`src/rtl/seg_scan_display_pkg.sv`:
```
// Shared types and constants for the multi-channel 7-segment scan driver:
// display modes, converter states, glyph indices and segment patterns.
package seg_scan_display_pkg;

    typedef enum logic [1:0] {
        MODE_UDEC = 2'b00,
        MODE_SDEC = 2'b01,
        MODE_HEX  = 2'b10,
        MODE_RAW  = 2'b11
    } mode_t;

    typedef enum logic [1:0] {
        ST_IDLE,
        ST_LOAD,
        ST_SHIFT,
        ST_STORE
    } cvt_state_t;

    localparam int unsigned GLY_W    = 5;
    localparam int unsigned SEG_W    = 8;

    localparam logic [GLY_W-1:0] GLY_MINUS = 5'd16;
    localparam logic [GLY_W-1:0] GLY_BLANK = 5'd17;

    // Segment bit order {dp,g,f,e,d,c,b,a}; entry 15 first so index k is glyph k.
    localparam logic [15:0][SEG_W-1:0] SEG_HEX = {
        8'h71, 8'h79, 8'h5E, 8'h39, 8'h7C, 8'h77, 8'h6F, 8'h7F,
        8'h07, 8'h7D, 8'h6D, 8'h66, 8'h4F, 8'h5B, 8'h06, 8'h3F
    };
    localparam logic [SEG_W-1:0] SEG_MINUS = 8'h40;
    localparam logic [SEG_W-1:0] SEG_BLANK = 8'h00;

    // One display digit: either a glyph index (raw=0) or a literal segment byte (raw=1).
    typedef struct packed {
        logic             raw;
        logic [SEG_W-1:0] code;
    } digit_t;

    localparam digit_t DIGIT_BLANK = '{raw: 1'b0, code: 8'(GLY_BLANK)};

endpackage

```
`src/rtl/seg_scan_display_if.sv`:
```
// MMIO write port and scan outputs of seg_scan_display, bundled with
// master (CPU side) and slave (display driver) views.
interface seg_scan_display_if #(
    parameter int unsigned NUM_CH   = 2,
    parameter int unsigned DPC      = 4,
    parameter int unsigned CH_WIDTH = 16
);
    localparam int unsigned AW = (NUM_CH > 1) ? $clog2(NUM_CH) : 1;
    localparam int unsigned ND = NUM_CH * DPC;

    logic                wr_en;
    logic                mode_wr;
    logic [AW-1:0]       wr_addr;
    logic [CH_WIDTH-1:0] wr_data;
    logic [1:0]          mode_data;
    logic                busy;
    logic [ND-1:0]       seg_en;
    logic [7:0]          seg_out;

    modport master (
        output wr_en, mode_wr, wr_addr, wr_data, mode_data,
        input  busy, seg_en, seg_out
    );

    modport slave (
        input  wr_en, mode_wr, wr_addr, wr_data, mode_data,
        output busy, seg_en, seg_out
    );

endinterface

```
`src/rtl/seg_scan_display_seg7_decode.sv`:
```
// Glyph index to 7-segment pattern: 0-F, minus, anything else blank.
module seg7_decode
    import seg_scan_display_pkg::*;
(
    input  logic [GLY_W-1:0] glyph,
    output logic [SEG_W-1:0] pattern_c
);

    always_comb begin
        pattern_c = SEG_BLANK;
        if (glyph[4] == 1'b0) begin
            pattern_c = SEG_HEX[glyph[3:0]];
        end else if (glyph == GLY_MINUS) begin
            pattern_c = SEG_MINUS;
        end
    end

endmodule

```
`src/rtl/seg_scan_display.sv`:
```
// Multi-channel 7-segment scan driver: MMIO value/mode writes, one shared
// double-dabble converter, time-multiplexed digit scan. Optional build macro
// SEG_LZB_EN enables leading-zero blanking in decimal modes.
module seg_scan_display
    import seg_scan_display_pkg::*;
#(
    parameter int unsigned NUM_CH   = 2,
    parameter int unsigned DPC      = 4,
    parameter int unsigned CH_WIDTH = 16,
    parameter int unsigned SCAN_DIV = 50000
) (
    input  logic              led_clk,
    input  logic              ledrst,
    seg_scan_display_if.slave bus
);

    localparam int unsigned ND   = NUM_CH * DPC;
    localparam int unsigned AW   = (NUM_CH > 1) ? $clog2(NUM_CH) : 1;
    localparam int unsigned BW   = DPC * 4;
    localparam int unsigned CW   = $clog2(CH_WIDTH + 1);
    localparam int unsigned IW   = (ND > 1) ? $clog2(ND) : 1;
    localparam int unsigned PW   = $clog2(SCAN_DIV);
    localparam int unsigned NHEX = (CH_WIDTH + 3) / 4;
    localparam int unsigned XN   = (NHEX > DPC) ? ((NHEX > 2) ? NHEX : 2) : ((DPC > 2) ? DPC : 2);
    localparam int unsigned XW   = XN * 4;

    logic [CH_WIDTH-1:0] val [NUM_CH];
    mode_t               mode [NUM_CH];
    logic [NUM_CH-1:0]   pend, pend_d;

    cvt_state_t          state, state_d;
    logic                take;
    logic                pick_any;
    logic [AW-1:0]       pick_ch;
    logic                wr_ok;

    logic [AW-1:0]       cur_ch;
    logic [CH_WIDTH-1:0] work;
    mode_t               work_mode;
    logic [CH_WIDTH-1:0] mag;
    logic                neg;
    logic                ovf;
    logic [BW-1:0]       bcd, dab;
    logic [CW-1:0]       cnt;

    digit_t              dbuf [ND];
    digit_t              store_dig [DPC];
    logic [XW-1:0]       wx;
    logic                ovf_eff;
    int                  msd;

    logic [PW-1:0]       presc;
    logic [IW-1:0]       idx;
    logic [ND-1:0]       en_d;
    digit_t              cur_dig;
    logic [SEG_W-1:0]    dec_pat;
    logic                busy_q;
    logic [ND-1:0]       seg_en_q;
    logic [SEG_W-1:0]    seg_out_q;

    assign wr_ok = (32'(bus.wr_addr) < NUM_CH);

    // Lowest-index pending channel wins.
    always_comb begin
        pick_any = |pend;
        pick_ch  = '0;
        for (int i = NUM_CH - 1; i >= 0; i--) begin
            if (pend[i]) pick_ch = AW'(i);
        end
    end

    always_ff @(posedge led_clk or posedge ledrst) begin
        if (ledrst) state <= ST_IDLE;
        else        state <= state_d;
    end

    always_comb begin
        state_d = state;
        take    = 1'b0;
        case (state)
            ST_IDLE: begin
                if (pick_any) begin
                    take    = 1'b1;
                    state_d = ST_LOAD;
                end
            end
            ST_LOAD:  state_d = (work_mode == MODE_HEX || work_mode == MODE_RAW) ? ST_STORE : ST_SHIFT;
            ST_SHIFT: if (cnt == CW'(CH_WIDTH - 1)) state_d = ST_STORE;
            ST_STORE: state_d = ST_IDLE;
            default:  state_d = ST_IDLE;
        endcase
    end

    // A new write re-arms pend even for the channel being picked this cycle.
    always_comb begin
        pend_d = pend;
        if (take) pend_d[pick_ch] = 1'b0;
        if (wr_ok && (bus.wr_en || bus.mode_wr)) pend_d[bus.wr_addr] = 1'b1;
    end

    always_ff @(posedge led_clk or posedge ledrst) begin
        if (ledrst) begin
            pend   <= '0;
            busy_q <= 1'b0;
            for (int c = 0; c < NUM_CH; c++) begin
                val[c]  <= '0;
                mode[c] <= MODE_UDEC;
            end
        end else begin
            pend   <= pend_d;
            busy_q <= (state_d != ST_IDLE) || (|pend_d);
            for (int c = 0; c < NUM_CH; c++) begin
                if (wr_ok && bus.wr_addr == AW'(c)) begin
                    if (bus.wr_en)   val[c]  <= bus.wr_data;
                    if (bus.mode_wr) mode[c] <= mode_t'(bus.mode_data);
                end
            end
        end
    end

    // Add-3 correction applied to every BCD digit before each shift.
    always_comb begin
        dab = bcd;
        for (int d = 0; d < DPC; d++) begin
            if (dab[d*4 +: 4] >= 4'd5) dab[d*4 +: 4] = dab[d*4 +: 4] + 4'd3;
        end
    end

    always_ff @(posedge led_clk or posedge ledrst) begin
        if (ledrst) begin
            cur_ch    <= '0;
            work      <= '0;
            work_mode <= MODE_UDEC;
            mag       <= '0;
            neg       <= 1'b0;
            ovf       <= 1'b0;
            bcd       <= '0;
            cnt       <= '0;
        end else begin
            case (state)
                ST_IDLE: begin
                    if (take) begin
                        cur_ch    <= pick_ch;
                        work      <= val[pick_ch];
                        work_mode <= mode[pick_ch];
                    end
                end
                ST_LOAD: begin
                    neg <= (work_mode == MODE_SDEC) && work[CH_WIDTH-1];
                    mag <= ((work_mode == MODE_SDEC) && work[CH_WIDTH-1]) ? (~work + 1'b1) : work;
                    // Most-negative value has no positive magnitude in range.
                    ovf <= (work_mode == MODE_SDEC) && (work == {1'b1, {(CH_WIDTH-1){1'b0}}});
                    bcd <= '0;
                    cnt <= '0;
                end
                ST_SHIFT: begin
                    bcd <= {dab[BW-2:0], mag[CH_WIDTH-1]};
                    mag <= {mag[CH_WIDTH-2:0], 1'b0};
                    ovf <= ovf | dab[BW-1];
                    cnt <= cnt + 1'b1;
                end
                default: ;
            endcase
        end
    end

    // Glyphs for the channel being stored, computed from the finished conversion.
    always_comb begin
        wx      = XW'(work);
        ovf_eff = ovf | (neg & (bcd[BW-1 -: 4] != 4'd0));
        msd     = 0;
        for (int k = 0; k < DPC; k++) begin
            store_dig[k] = DIGIT_BLANK;
            if (bcd[k*4 +: 4] != 4'd0) msd = k;
        end
        case (work_mode)
            MODE_HEX: begin
                for (int k = 0; k < DPC; k++) begin
                    if (k < NHEX) store_dig[k].code = 8'(wx[k*4 +: 4]);
                end
            end
            MODE_RAW: store_dig[0] = '{raw: 1'b1, code: wx[7:0]};
            default: begin
                for (int k = 0; k < DPC; k++) begin
                    store_dig[k].code = 8'(bcd[k*4 +: 4]);
`ifdef SEG_LZB_EN
                    if (k > msd) store_dig[k].code = 8'(GLY_BLANK);
                    if (neg && k == msd + 1) store_dig[k].code = 8'(GLY_MINUS);
`else
                    if (neg && k == DPC - 1) store_dig[k].code = 8'(GLY_MINUS);
`endif
                    if (ovf_eff) store_dig[k].code = 8'(GLY_MINUS);
                end
            end
        endcase
    end

    always_ff @(posedge led_clk or posedge ledrst) begin
        if (ledrst) begin
            for (int i = 0; i < ND; i++) dbuf[i] <= DIGIT_BLANK;
        end else if (state == ST_STORE) begin
            for (int c = 0; c < NUM_CH; c++) begin
                if (cur_ch == AW'(c)) begin
                    for (int k = 0; k < DPC; k++) dbuf[c*DPC + k] <= store_dig[k];
                end
            end
        end
    end

    // Scan: seg_en and seg_out are both registered from the same index.
    always_comb begin
        for (int k = 0; k < ND; k++) en_d[k] = (idx == IW'(k));
        cur_dig = dbuf[idx];
    end

    seg7_decode u_decode (
        .glyph     (cur_dig.code[GLY_W-1:0]),
        .pattern_c (dec_pat)
    );

    always_ff @(posedge led_clk or posedge ledrst) begin
        if (ledrst) begin
            presc     <= '0;
            idx       <= '0;
            seg_en_q  <= '0;
            seg_out_q <= '0;
        end else begin
            if (presc == PW'(SCAN_DIV - 1)) begin
                presc <= '0;
                idx   <= (idx == IW'(ND - 1)) ? '0 : idx + 1'b1;
            end else begin
                presc <= presc + 1'b1;
            end
            seg_en_q  <= en_d;
            seg_out_q <= cur_dig.raw ? cur_dig.code : dec_pat;
        end
    end

    assign bus.busy    = busy_q;
    assign bus.seg_en  = seg_en_q;
    assign bus.seg_out = seg_out_q;

endmodule

```
`src/flat_wrapper.sv`:
```
// flat-port wrapper written by rule: the top's interface ports become plain ports
module seg_scan_display_flat import seg_scan_display_pkg::*;
#(
    parameter int unsigned NUM_CH   = 2,
    parameter int unsigned DPC      = 4,
    parameter int unsigned CH_WIDTH = 16,
    parameter int unsigned SCAN_DIV = 50000
)
  (led_clk, ledrst, bus_wr_en, bus_mode_wr, bus_wr_addr, bus_wr_data, bus_mode_data, bus_busy, bus_seg_en, bus_seg_out);
  seg_scan_display_if #(.NUM_CH(NUM_CH), .DPC(DPC), .CH_WIDTH(CH_WIDTH)) bus_i ();
  input  logic led_clk;
  input  logic ledrst;
  input wire logic [$bits(bus_i.wr_en)-1:0] bus_wr_en;
  input wire logic [$bits(bus_i.mode_wr)-1:0] bus_mode_wr;
  input wire logic [$bits(bus_i.wr_addr)-1:0] bus_wr_addr;
  input wire logic [$bits(bus_i.wr_data)-1:0] bus_wr_data;
  input wire logic [$bits(bus_i.mode_data)-1:0] bus_mode_data;
  output wire logic [$bits(bus_i.busy)-1:0] bus_busy;
  output wire logic [$bits(bus_i.seg_en)-1:0] bus_seg_en;
  output wire logic [$bits(bus_i.seg_out)-1:0] bus_seg_out;
  assign bus_i.wr_en = bus_wr_en;
  assign bus_i.mode_wr = bus_mode_wr;
  assign bus_i.wr_addr = bus_wr_addr;
  assign bus_i.wr_data = bus_wr_data;
  assign bus_i.mode_data = bus_mode_data;
  assign bus_busy = bus_i.busy;
  assign bus_seg_en = bus_i.seg_en;
  assign bus_seg_out = bus_i.seg_out;
  seg_scan_display #(.NUM_CH(NUM_CH), .DPC(DPC), .CH_WIDTH(CH_WIDTH), .SCAN_DIV(SCAN_DIV)) u_core (.led_clk(led_clk), .ledrst(ledrst), .bus(bus_i));
endmodule
```
`config.mk`:
```
export PLATFORM = sky130hd
export DESIGN_NAME = seg_scan_display_flat
export DESIGN_NICKNAME = d
export VERILOG_FILES = /design/src/rtl/seg_scan_display_pkg.sv /design/src/rtl/seg_scan_display_if.sv /design/src/rtl/seg_scan_display_seg7_decode.sv /design/src/rtl/seg_scan_display.sv /design/src/flat_wrapper.sv
export SDC_FILE = /design/constraint.sdc
export NUM_CORES = 1
export LEC_CHECK = 0
export BUFFER_PORTS_ARGS = -buffer_cell sky130_fd_sc_hd__buf_2
export CORE_ASPECT_RATIO = 1.4
export CORE_UTILIZATION = 60
export CTS_CLUSTER_DIAMETER = 150
export DETAILED_ROUTE_END_ITERATION = 6
export PLACE_DENSITY = 0.78
export SLEW_MARGIN = 20
export SYNTH_ARGS = -nofsm -noshare
export SYNTH_HDL_FRONTEND = slang
export SYNTH_SLANG_ARGS = --single-unit
```
`constraint.sdc`:
```
create_clock -name led_clk -period 6.15 [get_ports led_clk]
set_input_delay 0.615 -clock led_clk [delete_from_list [all_inputs] [get_ports led_clk]]
set_output_delay 0.615 -clock led_clk [all_outputs]
set_load 0.02 [all_outputs]
```
==> impl_metrics.json, run 1 <==
{
  "status": "completed",
  "post-layout-total-power_w": 0.004430,
  "worst_setup_hold_path_clk_slew_ns": 0.08,
  "crit_path_start": "u_core.idx[0]",
  "critPathMaxFanout": 16,
  "via_count_of_the_first_global_routing_pass": 6593,
  "drive_above_1_share_pct": 18.99,
  "max_freq_mhz": 337.7,
  "grt_setup_unrepaired": "no",
  "floorplan.rows": 52,
  "hold_violations": 0,
  "clock-root-buffer": "sky130_fd_sc_hd__clkbuf_16",
  "final_max_slew_viol_count": 0,
  "finish.cell_count_without_fillers": 1042,
  "antenna_violations_before_repair": 0,
  "cap_viol_max_count": 0,
  "worstSetupPathType": "flop to flop",
  "cts_max_path_buffers": 2,
  "synth.ff_latch_count": 180,
  "r2r_start": "u_core.idx[0]",
  "leakagePower_nw": 4.257,
  "grt-ovfl-total": 0,
  "power.share.clock_pct": 23.6,
  "drtAntennaViolNets": 0,
  "initialDrtViolationCount": 420,
  "synth_cell_type_count": 65,
  "die_h_um": 145.2,
  "drt_first_pass_iters": 5,
  "seq_area_frac_synth_pct": 51.44,
  "cp_cell_sequence": "mux4_2, mux2i_1, inv_1, ha_1, or3b_1, o221a_1, o22ai_1",
  "port_buffers": 39,
  "initial_core_util_pct": 61.14,
  "setup.worst_path.end_class": "flop",
  "layout.nets": 892,
  "drt_wl_total_mm": 18.37,
  "setup_total_negative_slack_ns": 0,
  "design.core.area_sq_um": 14380,
  "layout_worst_path_cycle_share_pct": 48.16,
  "ir_drop_mv": 0.2819,
  "critical-path-max-stage-delay_ns": 0.80,
  "cp_data_arrival_time_ns": 3.31,
  "place_inst": 1010,
  "worst_case_headroom_to_the_max_slew_limit_pct": 36.32,
  "avgRoutedWirePerCell_um": 17.63,
  "ys_warn_count": 0,
  "cell_pwr_density_nw_per_um2": 459.6,
  "setup-violations-final": 0,
  "ys_flop_type": "sky130_fd_sc_hd__dfrtp_1",
  "dp.final_hpwl_mm": 12.76,
  "routed_vias": 6256,
  "fin_skew_ns": 0.01299,
  "drt-vias-per-instance": 6.004,
  "final.setup.worst_slack_ns": 3.188,
  "synthesis.instances": 820,
  "ffs_w_async_s_r_synth_pct": 100.0,
  "hp-class": "input pin to async pin",
  "first_pass_grt_wire_length_mm": 31.34,
  "cts-buffers-inserted": 17,
  "tritoncts_num_sinks": 180,
  "routabilityCongestion": 0.8911,
  "drc_violations_left": 0,
  "h-tree-depth": 4,
  "syn-cell-area_sq_um": 8791,
  "cell_with_the_biggest_individual_delay_on_the_critical_path": "sky130_fd_sc_hd__dfrtp_1",
  "syn_area_per_cell_sq_um": 10.72,
  "post_cts.resized_instances": 0,
  "combinationalPowerShare_pct": 34.9,
  "pre_cts_slack_ns": 3.167,
  "finish.utilization_pct": 67.04,
  "number_of_top_level_pins": 40,
  "design.die.area_sq_um": 15150,
  "p_seq_share_pct": 41.5,
  "cts_hold_repair.buffers": 0,
  "area_delta_synth_final_pct": 9.650,
  "post-route-min-period_ns": 2.962,
  "globalRouteTotalUtil_pct": 25.99,
  "die_w_um": 104.3,
  "n_antenna_cell": 0,
  "power.share.switching_pct": 39.49,
  "power_report.internal_total_w": 0.002681,
  "number_of_enable_flip_flop_cells_after_synthesis": 0,
  "grt_start_max_net_pins": 109,
  "setup.worst_path.start_class": "flop",
  "mappedNetlistNets": 872,
  "power_switching_w": 0.001750,
  "required_ns": 6.50,
  "cts.repair_timing.setup_buffer_count": 0,
  "least_margin_pin_slew_ns": 0.9551,
  "clk-insertion-delay-late_ns": 0.43,
  "tritoncts": "done"
}
-- cell usage in the layout (no fill, tap or decap), types with 14 or more instances in the layout --
cell type and count:
sky130_fd_sc_hd__buf_2 39, sky130_fd_sc_hd__ha_1 29, sky130_fd_sc_hd__xnor2_1 19, sky130_fd_sc_hd__dfstp_2 14, sky130_fd_sc_hd__mux2i_1 31, sky130_fd_sc_hd__o21ai_0 94
sky130_fd_sc_hd__nand3_1 17, sky130_fd_sc_hd__mux2_2 49, sky130_fd_sc_hd__nand2_1 105, sky130_fd_sc_hd__nor2_1 37, sky130_fd_sc_hd__dfrtp_1 166, sky130_fd_sc_hd__clkbuf_16 17
sky130_fd_sc_hd__inv_1 30
-- registers in the layout, summed over array words and instances, names as in the netlist --
register and count:
u_core.dbuf 46, u_core.val 32, u_core.bcd 16, u_core.mag 16, u_core.presc 16, u_core.work 16, u_core.bus.seg_en 8, u_core.bus.seg_out 8
u_core.cnt 5, u_core.mode 4, u_core.idx 3, u_core.pend 2, u_core.state 2, u_core.work_mode 2, u_core.bus.busy 1, u_core.cur_ch 1
u_core.neg 1, u_core.ovf 1
-- per-layer routing --
metal | part of all wire, % | routed length, um | up-vias | global-route usage [%]
li1 | - | - | 2929 | -
met1 | 39 | 7174 | 3114 | 29.67
met2 | 54 | 9914 | 155 | 45.96
met3 | 3.0 | 559 | 58 | 4.582
met4 | 3.9 | 722 | 0 | 13.86
met5 | 0 | 0 | - | 0
-- final timing paths --
path	to	slack [ns]	cells after the start
min	u_core.presc[3]	0.38	2
max	u_core.bus.seg_out[0]	3.19	7
max reg2reg	u_core.bus.seg_out[0]	3.19	7
max in group asynchronous	u_core.mag[4]	4.32	3
min in group led_clk	u_core.val[6]	0.43	2
min reg2reg	u_core.cnt[3]	0.48	1
-- logic make-up (layout without fill, tap and decap cells) --
kind of cell               after synthesis  in the layout  share of synthesized area [%]
adders and majority gates               29             29                          4.128
buffers and inverters                   78            111                          3.985
DFF                                    180            180                          51.44
xor gates and xnor gates                31             31                          3.089
and+or+nand+nor                        224            224                          12.01
AOI/OAI and AO/OA                      187            187                          12.95
muxes                                   91             91                          12.40
-- synthesized netlist by cell type (3+ instances only) --
cell	number	area, sq um
sky130_fd_sc_hd__dfrtp_1	166	4154
sky130_fd_sc_hd__nand2_1	105	394.1
sky130_fd_sc_hd__o21ai_0	94	470.5
sky130_fd_sc_hd__mux2_2	49	551.8
sky130_fd_sc_hd__nor2_1	37	138.9
sky130_fd_sc_hd__clkbuf_1	32	120.1
sky130_fd_sc_hd__inv_1	31	116.4
sky130_fd_sc_hd__mux2i_1	31	310.3
sky130_fd_sc_hd__ha_1	29	362.9
sky130_fd_sc_hd__xnor2_1	19	166.4
sky130_fd_sc_hd__nand3_1	17	85.08
sky130_fd_sc_hd__dfstp_2	14	367.9
sky130_fd_sc_hd__a21oi_1	13	65.06
sky130_fd_sc_hd__a31oi_1	13	81.33
sky130_fd_sc_hd__o22ai_1	12	75.07
sky130_fd_sc_hd__xor2_1	12	105.1
sky130_fd_sc_hd__nor2b_1	9	56.30
sky130_fd_sc_hd__nor3_1	9	45.04
sky130_fd_sc_hd__a22oi_1	8	60.06
sky130_fd_sc_hd__and3_1	8	50.05
sky130_fd_sc_hd__mux4_2	8	180.2
sky130_fd_sc_hd__o31ai_1	8	60.06
sky130_fd_sc_hd__and2_1	7	43.79
sky130_fd_sc_hd__nand2b_1	7	43.79
sky130_fd_sc_hd__buf_2	6	30.03
sky130_fd_sc_hd__a22o_1	5	43.79
sky130_fd_sc_hd__or3_1	5	31.28
sky130_fd_sc_hd__buf_6	4	45.04
sky130_fd_sc_hd__nor4_1	4	25.02
sky130_fd_sc_hd__o21ai_1	4	20.02
sky130_fd_sc_hd__a21o_1	3	22.52
sky130_fd_sc_hd__a221o_1	3	30.03
sky130_fd_sc_hd__a32o_1	3	30.03
sky130_fd_sc_hd__nor3b_1	3	22.52
-- critical path: cells and delay by family, from the launching register on --
family | cells | cell delay, ns
adder cells (fa/ha/maj) | 1 | 0.26
AND/OR/NAND/NOR | 1 | 0.38
flip-flops | 1 | 0.80
AO/OA/AOI/OAI | 2 | 0.24
buffers and inverters | 1 | 0.20
multiplexers | 2 | 1.01
-- area by class of cell --
type / count / area [sq um]
Tap cell: 189 / 236.5
Clock inverter: 14 / 138.9
Inverter: 32 / 125.1
Fill cell: 1067 / 4740
Multi-Input combinational cell: 562 / 3933
Clock buffer: 18 / 429.2
Sequential cell: 180 / 4522
Timing Repair Buffer: 47 / 255.2
-- through the flow --
stage	area [sq um]	hold slack, ns
5_1_grt	9639	0.4171
2_1_floorplan	8791	0.4422
3_3_place_gp	9064	0.4568
3_5_place_dp	9064	0.4680
4_1_cts	9632	0.4145
6_report	9639	0.3795
-- power groups by stage --
stage	registers [W]	logic, W	clock network, W
4_1_cts	0.00183	0.00155	0.00106
3_3_place_gp	0.00182	0.00146	0
3_5_place_dp	0.00185	0.00153	0
6_report	0.00184	0.00155	0.00105
5_1_grt	0.00188	0.00172	0.00111
2_1_floorplan	0.00173	0.00124	0
(Power assumes the default switching activity.)
==> run 2: changes to the inputs <==
--- a/config.mk
+++ b/config.mk
@@ -5,12 +5,13 @@
 export SDC_FILE = /design/constraint.sdc
 export NUM_CORES = 1
 export LEC_CHECK = 0
+export ABC_AREA = 1
 export BUFFER_PORTS_ARGS = -buffer_cell sky130_fd_sc_hd__buf_2
 export CORE_ASPECT_RATIO = 1.4
-export CORE_UTILIZATION = 60
+export CORE_UTILIZATION = 56
 export CTS_CLUSTER_DIAMETER = 150
 export DETAILED_ROUTE_END_ITERATION = 6
-export PLACE_DENSITY = 0.78
+export PLACE_DENSITY = 0.76
 export SLEW_MARGIN = 20
 export SYNTH_ARGS = -nofsm -noshare
 export SYNTH_HDL_FRONTEND = slang
==> constraint.sdc (replaced) <==
create_clock -name led_clk -period 2.45 [get_ports led_clk]
set_input_delay 0.245 -clock led_clk [delete_from_list [all_inputs] [get_ports led_clk]]
set_output_delay 0.245 -clock led_clk [all_outputs]
set_load 0.02 [all_outputs]
==> impl_metrics.json, run 2 <==
{
  "status": "completed",
  "layout.cell_area.non_filler_sq_um": 9938,
  "register_area_sq_um": 4523,
  "clk-insertion-delay-late_ns": 0.43,
  "grt_setup_unrepaired": "no",
  "flip_flop_count_of_the_largest_register_all_copies_and_words_added": 46,
  "leakagePower_nw": 4.794,
  "avgRoutedWirePerCell_um": 14.70,
  "power_switching_w": 0.004118,
  "cap_viol_max_count": 0,
  "cts-buffers-inserted": 17,
  "synth_cell_type_count": 42,
  "ys_warn_count": 0,
  "dp.final_hpwl_mm": 13.99,
  "cell_pwr_density_nw_per_um2": 1060,
  "design.die.area_sq_um": 16530,
  "ffs_w_async_s_r_synth_pct": 100.0,
  "synth_common_cells": "sky130_fd_sc_hd__nand2_1, sky130_fd_sc_hd__dfrtp_1, sky130_fd_sc_hd__inv_1",
  "place_inst": 1314,
  "setup.worst_path.start_class": "flop",
  "fin_worst_hold_slack_ns": 0.07260,
  "drtAntennaViolNets": 0,
  "cp_data_arrival_time_ns": 2.42,
  "power_report.internal_total_w": 0.006422,
  "synth_most_common_cell": "sky130_fd_sc_hd__nand2_1",
  "port_buffers": 39,
  "antenna_violations_before_repair": 0,
  "drt-vias-per-instance": 5.481,
  "multi_input_area_sq_um": 3655,
  "globalRouteTotalUtil_pct": 26.32,
  "setup-violations-final": 0,
  "synth.top_cells.by_area": "sky130_fd_sc_hd__dfrtp_1, sky130_fd_sc_hd__nand2_1, sky130_fd_sc_hd__o21ai_0",
  "grt-ovfl-total": 0,
  "drt_first_pass_iters": 5,
  "max_freq_mhz": 476.8,
  "finish.cell_count_without_fillers": 1346,
  "tritoncts": "done",
  "design.core.area_sq_um": 15610,
  "largestRegisters": "u_core.dbuf: 46 flops, u_core.val: 32 flops",
  "worst_setup_hold_path_clk_slew_ns": 0.07,
  "syn-cell-area_sq_um": 8966,
  "regMostFlops": "u_core.dbuf",
  "number_of_enable_flip_flop_cells_after_synthesis": 0,
  "required_ns": 2.77,
  "drt_wl_total_mm": 19.78,
  "most-common-layout-cells": "sky130_fd_sc_hd__nand2_1, sky130_fd_sc_hd__dfrtp_1, sky130_fd_sc_hd__inv_1, sky130_fd_sc_hd__o21ai_0, sky130_fd_sc_hd__nor2_1",
  "synth.ff_latch_count": 180,
  "seq_area_frac_synth_pct": 50.43,
  "die_w_um": 108.9,
  "hp-class": "input pin to flop",
  "initialDrtViolationCount": 508,
  "syn_area_per_cell_sq_um": 8.144,
  "tritoncts_num_sinks": 180,
  "final_max_slew_viol_count": 0,
  "cts.repair_timing.setup_buffer_count": 0,
  "power.share.clock_pct": 24.0,
  "least_margin_pin_slew_ns": 0.5561,
  "layout_worst_path_cycle_share_pct": 85.60,
  "hold_violations": 0,
  "first_pass_grt_wire_length_mm": 33.62,
  "die_h_um": 151.7,
  "floorplan.rows": 54,
  "p_seq_share_pct": 39.9,
  "drc_violations_left": 0,
  "critPathMaxFanout": 16,
  "via_count_of_the_first_global_routing_pass": 7083,
  "area_delta_synth_final_pct": 10.84,
  "fin_skew_ns": 0.01224,
  "worstSetupPathType": "flop to flop",
  "fillCellCount": 1358,
  "synth_top_cell_by_area": "sky130_fd_sc_hd__dfrtp_1",
  "cts_max_path_buffers": 2,
  "ir_drop_mv": 0.6388,
  "initial_core_util_pct": 57.45,
  "grt_start_max_net_pins": 86,
  "combinationalPowerShare_pct": 36.1,
  "dpl_cell_area_sq_um": 9389,
  "setup.worst_path.end_class": "flop",
  "worst_case_headroom_to_the_max_slew_limit_pct": 62.70,
  "routabilityCongestion": 0.9127,
  "mappedNetlistNets": 1153,
  "n_antenna_cell": 0,
  "reg2reg_setup_slack_ns": 0.35,
  "setup_total_negative_slack_ns": 0,
  "h-tree-depth": 4,
  "synthesis.instances": 1101,
  "power.share.switching_pct": 39.07,
  "synth_top_area_share_pct": 46.33,
  "layout_commonest_cell": "sky130_fd_sc_hd__nand2_1",
  "drive_above_1_share_pct": 10.96,
  "ys_flop_type": "sky130_fd_sc_hd__dfrtp_1",
  "post-route-min-period_ns": 2.097,
  "clock-root-buffer": "sky130_fd_sc_hd__clkbuf_16",
  "number_of_top_level_pins": 40,
  "layout.nets": 1190,
  "routed_vias": 7378
}
run 2: cell types whose count changed in the layout (fill, tap and decap cells not counted), sizes merged, moves of 15 or more:
cell / delta
a21oi: +15
inv: +116
mux2: -50
mux2i: -32
nand2: +136
nand3: +60
nor2: +58
o21ai: +49
o22ai: +17
xnor2: -18
run 2: final cells by class:
class                   count  area share [%]
inverters                 158           6.005
flip-flops and latches    180           45.51
well taps                 196           2.468
clock inverters             8          0.8057
multi-input cells         721           36.77
repair buffers             60           3.827
clock buffers              23           4.608
run 2: cells by family (layout without fill, tap and decap cells):
| kind of cell | count (synthesis) | in the layout | share of synthesized area [%] |
|---|---|---|---|
| buffers and inverters | 200 | 249 | 8.833 |
| and+or+nand+nor | 448 | 448 | 21.24 |
| xor gates and xnor gates | 10 | 10 | 0.9769 |
| muxes | 1 | 1 | 0.1116 |
| adders and majority gates | 29 | 29 | 4.047 |
| DFF | 180 | 180 | 50.43 |
| AOI/OAI and AO/OA | 233 | 233 | 14.36 |
run 2: critical path: stages (launching register included):
cell	delay, ns
sky130_fd_sc_hd__dfrtp_2	0.51
sky130_fd_sc_hd__inv_2	0.18
sky130_fd_sc_hd__nand2_1	0.10
sky130_fd_sc_hd__nand3_1	0.06
sky130_fd_sc_hd__nand2_1	0.06
sky130_fd_sc_hd__nand2_1	0.04
sky130_fd_sc_hd__nand2_1	0.21
sky130_fd_sc_hd__inv_1	0.11
sky130_fd_sc_hd__ha_1	0.31
sky130_fd_sc_hd__nand3b_1	0.17
sky130_fd_sc_hd__nand3_1	0.09
sky130_fd_sc_hd__nand2_1	0.05
sky130_fd_sc_hd__inv_1	0.05
sky130_fd_sc_hd__a21oi_1	0.03
run 2: metal layers:
layer / part of all wire (%) / wire, um / GRT usage, % / vias up
met3: 3.9 / 777 / 5.774 / 46
met5: 0 / 0 / 0 / -
met2: 52 / 10250 / 46.67 / 196
met4: 3.0 / 597 / 10.54 / 0
li1: - / - / - / 3665
met1: 41 / 8161 / 30.51 / 3471
run 2: timing repair:
item | 4_1_cts | 5_1_grt
hold buffers | 1 | 0
gates resized for setup | 0 | 1
endpoints found under the hold margin | 59 | 0
setup endpoints to repair | 0 | 3
run 2: power by group through the flow:
stage                     sequential [W]  clock [W]  combinational, W
final                            0.00421    0.00252           0.00381
after global routing             0.00429    0.00269           0.00430
after CTS                        0.00420    0.00257           0.00378
after detailed placement         0.00425          0           0.00374
after global placement           0.00423          0           0.00369
after floorplan                  0.00420          0           0.00268
run 2: path summary, 6_finish.rpt:
| path | startpoint | endpoint | cells past startpoint |
|---|---|---|---|
| min in group asynchronous | ledrst | u_core.cnt[4] | 4 |
| setup reg to reg | u_core.idx[0] | u_core.bus.seg_out[3] | 13 |
| hold reg to reg | u_core.presc[0] | u_core.presc[0] | 1 |
| hold / removal | bus_wr_data[12] | u_core.val[12] | 3 |
| setup / recovery | u_core.idx[0] | u_core.bus.seg_out[3] | 13 |
| max in group asynchronous | ledrst | u_core.dbuf[67] | 4 |
run 2: metrics by stage:
step / worst slack [ns] / util [%] / total power, W
detailed placement: 0.2106 / 60.16 / 0.007988
finish: 0.3528 / 63.68 / 0.01054
floorplan: -0.09216 / - / 0.006885
CTS: 0.2106 / 63.67 / 0.01055
global route: 0.1390 / 63.68 / 0.01127
global placement: 0.2684 / 60.16 / 0.007912
==> run 3: changes to the inputs <==
--- a/config.mk
+++ b/config.mk
@@ -12,7 +12,9 @@
 export CTS_CLUSTER_DIAMETER = 150
 export DETAILED_ROUTE_END_ITERATION = 6
 export PLACE_DENSITY = 0.76
+export SETUP_SLACK_MARGIN = 0.02
 export SLEW_MARGIN = 20
 export SYNTH_ARGS = -nofsm -noshare
 export SYNTH_HDL_FRONTEND = slang
+export SYNTH_HIERARCHICAL = 1
 export SYNTH_SLANG_ARGS = --single-unit
==> impl_metrics.json, run 3 <==
{
  "critPathMaxFanout": 15,
  "avgRoutedWirePerCell_um": 14.49,
  "setup.worst_path.start_class": "flop",
  "status": "completed",
  "setup.worst_path.end_class": "flop",
  "post-layout-total-power_w": 0.01095,
  "die_h_um": 153.6,
  "area_delta_synth_final_pct": 11.42,
  "drt_first_pass_iters": 5,
  "first_pass_grt_wire_length_mm": 34.18,
  "ffs_w_async_s_r_synth_pct": 100.0,
  "least_margin_pin_slew_ns": 0.8611,
  "tritoncts": "done",
  "cp_data_arrival_time_ns": 2.51,
  "routabilityCongestion": 0.9303,
  "seq_area_frac_synth_pct": 49.20,
  "synth_cell_type_count": 45,
  "final_max_slew_viol_count": 0,
  "flip_flop_count_of_the_largest_register_all_copies_and_words_added": 46,
  "antenna_violations_before_repair": 0,
  "port_buffers": 39,
  "grt_start_max_net_pins": 39,
  "setup_total_negative_slack_ns": 0,
  "reg2reg_setup_slack_ns": 0.27,
  "cts-buffers-inserted": 17,
  "drt_wl_total_mm": 20.23,
  "max_freq_mhz": 458.4,
  "hp-class": "input pin to flop",
  "use_met3_pct": 3.985,
  "setup-violations-final": 0,
  "regMostFlops": "u_core/dbuf",
  "largestRegisters": "u_core/dbuf: 46 flops, u_core/val: 32 flops",
  "globalRouteMet1Util_pct": 30.66,
  "synth_common_cells": "sky130_fd_sc_hd__nand2_1, sky130_fd_sc_hd__dfrtp_1, sky130_fd_sc_hd__o21ai_0",
  "leakagePower_nw": 5.049,
  "grt_setup_unrepaired": "no",
  "globalRouteMet2Util_pct": 45.02,
  "dpl_cell_area_sq_um": 9643,
  "globalRouteTotalUtil_pct": 25.84,
  "tritoncts_num_sinks": 180,
  "routed_vias": 7633,
  "worst_case_headroom_to_the_max_slew_limit_pct": 42.53,
  "initialDrtViolationCount": 521,
  "h-tree-depth": 4,
  "most-common-layout-cells": "sky130_fd_sc_hd__nand2_1, sky130_fd_sc_hd__dfrtp_1, sky130_fd_sc_hd__o21ai_0, sky130_fd_sc_hd__inv_1, sky130_fd_sc_hd__nor2_1",
  "cts_max_path_buffers": 2,
  "layout_worst_path_cycle_share_pct": 89.04,
  "hold_violations": 0,
  "syn-cell-area_sq_um": 9191,
  "worst_setup_hold_path_clk_slew_ns": 0.07,
  "post-route-min-period_ns": 2.182,
  "design.die.area_sq_um": 16940,
  "ff2ff_path_depth": 15,
  "n_antenna_cell": 0,
  "drtAntennaViolNets": 0,
  "layout.cell_area.non_filler_sq_um": 10240,
  "layout_commonest_cell": "sky130_fd_sc_hd__nand2_1",
  "synth.ff_latch_count": 180,
  "synth_top_cell_by_area": "sky130_fd_sc_hd__dfrtp_1",
  "mappedNetlistNets": 1199,
  "ys_flop_type": "sky130_fd_sc_hd__dfrtp_1",
  "drive_above_1_share_pct": 12.45,
  "drt-vias-per-instance": 5.468,
  "synth.top_cells.by_area": "sky130_fd_sc_hd__dfrtp_1, sky130_fd_sc_hd__nand2_1, sky130_fd_sc_hd__o21ai_0",
  "worstSetupPathType": "flop to flop",
  "drc_violations_left": 0,
  "cell_pwr_density_nw_per_um2": 1069,
  "syn_area_per_cell_sq_um": 8.013,
  "die_w_um": 110.3,
  "initial_core_util_pct": 57.08,
  "synthesis.instances": 1147,
  "via_count_of_the_first_global_routing_pass": 7202,
  "clk-insertion-delay-late_ns": 0.44,
  "ir_drop_mv": 0.6148,
  "floorplan.rows": 55,
  "dp.final_hpwl_mm": 14.74,
  "pre_cts_slack_ns": 0.2476,
  "required_ns": 2.77,
  "final.setup.worst_slack_ns": 0.2684,
  "cap_viol_max_count": 0,
  "whs_path_depth": 3,
  "top_usage_layer": "met2",
  "clock-root-buffer": "sky130_fd_sc_hd__clkbuf_16",
  "grt-ovfl-total": 0,
  "ys_warn_count": 6,
  "synth_top_area_share_pct": 45.19,
  "fin_worst_hold_slack_ns": 0.06401,
  "design.core.area_sq_um": 16100,
  "synth_most_common_cell": "sky130_fd_sc_hd__nand2_1",
  "layout.nets": 1236,
  "number_of_enable_flip_flop_cells_after_synthesis": 0,
  "fin_skew_ns": 0.01561,
  "number_of_top_level_pins": 40
}
## run 3: cell count changes after synthesis, moves of 5 or more
cell                       change
sky130_fd_sc_hd__clkbuf_1      -7
sky130_fd_sc_hd__o221ai_1      -8
sky130_fd_sc_hd__nor2_2        +5
sky130_fd_sc_hd__inv_1         -9
sky130_fd_sc_hd__and2_1        +5
sky130_fd_sc_hd__o21ai_0       +7
sky130_fd_sc_hd__nor2_1       +27
sky130_fd_sc_hd__a21oi_1       -6
sky130_fd_sc_hd__nand2_1      +21
sky130_fd_sc_hd__buf_2         +5
sky130_fd_sc_hd__o22ai_1       +5
## run 3: cells by family (layout without fill, tap and decap cells)
family / after synthesis / in the layout / share of synthesized area, %
and+or+nand+nor: 492 / 492 / 22.62
AOI/OAI and AO/OA: 238 / 238 / 14.28
DFF: 180 / 180 / 49.20
buffers and inverters: 196 / 246 / 8.862
other: 1 / 1 / 0.04080
adders and majority gates: 29 / 29 / 3.948
xor gates and xnor gates: 11 / 11 / 1.048
## run 3: layout make-up
class | instances | area (sq um)
Inverter | 152 | 591.8
Clock buffer | 17 | 425.4
Timing Repair Buffer | 62 | 432.9
Tap cell | 199 | 249.0
Multi-Input combinational cell | 771 | 3859
Clock inverter | 15 | 160.2
Fill cell | 1383 | 5862
Sequential cell | 180 | 4523
## run 3: critical path, stage by stage, from the launching register on
cell and delay [ns]:
sky130_fd_sc_hd__dfrtp_2 0.46, sky130_fd_sc_hd__buf_4 0.20, sky130_fd_sc_hd__nor2_1 0.09, sky130_fd_sc_hd__nor2_1 0.05
sky130_fd_sc_hd__o21ai_0 0.08, sky130_fd_sc_hd__nand3_1 0.12, sky130_fd_sc_hd__and2_2 0.26, sky130_fd_sc_hd__inv_1 0.10
sky130_fd_sc_hd__ha_1 0.24, sky130_fd_sc_hd__nand2_1 0.09, sky130_fd_sc_hd__nand2_1 0.08, sky130_fd_sc_hd__nand3_1 0.07
sky130_fd_sc_hd__nand2_1 0.06, sky130_fd_sc_hd__inv_1 0.04, sky130_fd_sc_hd__nand2_1 0.07, sky130_fd_sc_hd__o31ai_2 0.06
## run 3: metal layers
layer	part of all wire, %	vias to the layer above
li1	-	3778
met1	41	3601
met2	52	211
met3	3.5	43
met4	3.1	0
met5	0	-
## run 3: final timing paths
check / start / endpoint
setup / recovery: u_core/idx[0] / u_core/bus.seg_out[5]
hold / removal: bus_wr_data[5] / u_core/val[5]
setup reg to reg: u_core/idx[0] / u_core/bus.seg_out[5]
hold reg to reg: u_core/dbuf[67] / u_core/dbuf[67]
max in group asynchronous: ledrst / u_core/dbuf[21]
min in group asynchronous: ledrst / u_core/bcd[8]
## run 3: power breakdown
group | total (W) | internal (W) | switching, W
registers | 0.00429 | 0.00377 | 0.000517
logic | 0.00395 | 0.00130 | 0.00265
clock network | 0.00271 | 0.00145 | 0.00126
total | 0.0109 | 0.00652 | 0.00443
## run 3: repair_timing
item                                    in CTS  in global routing
hold endpoints to repair                    20                  0
resized for setup                            0                  2
setup buffers                                0                  0
hold buffers                                 1                  0
endpoints found under the setup margin       0                  5
## run 3: metrics by stage
stage / instances / util (%)
after global routing: 1396 / 63.60
after CTS: 1396 / 63.58
after detailed placement: 1363 / 59.88
after global placement: 1363 / 59.88
after floorplan: 1147 / -
final: 1396 / 63.60
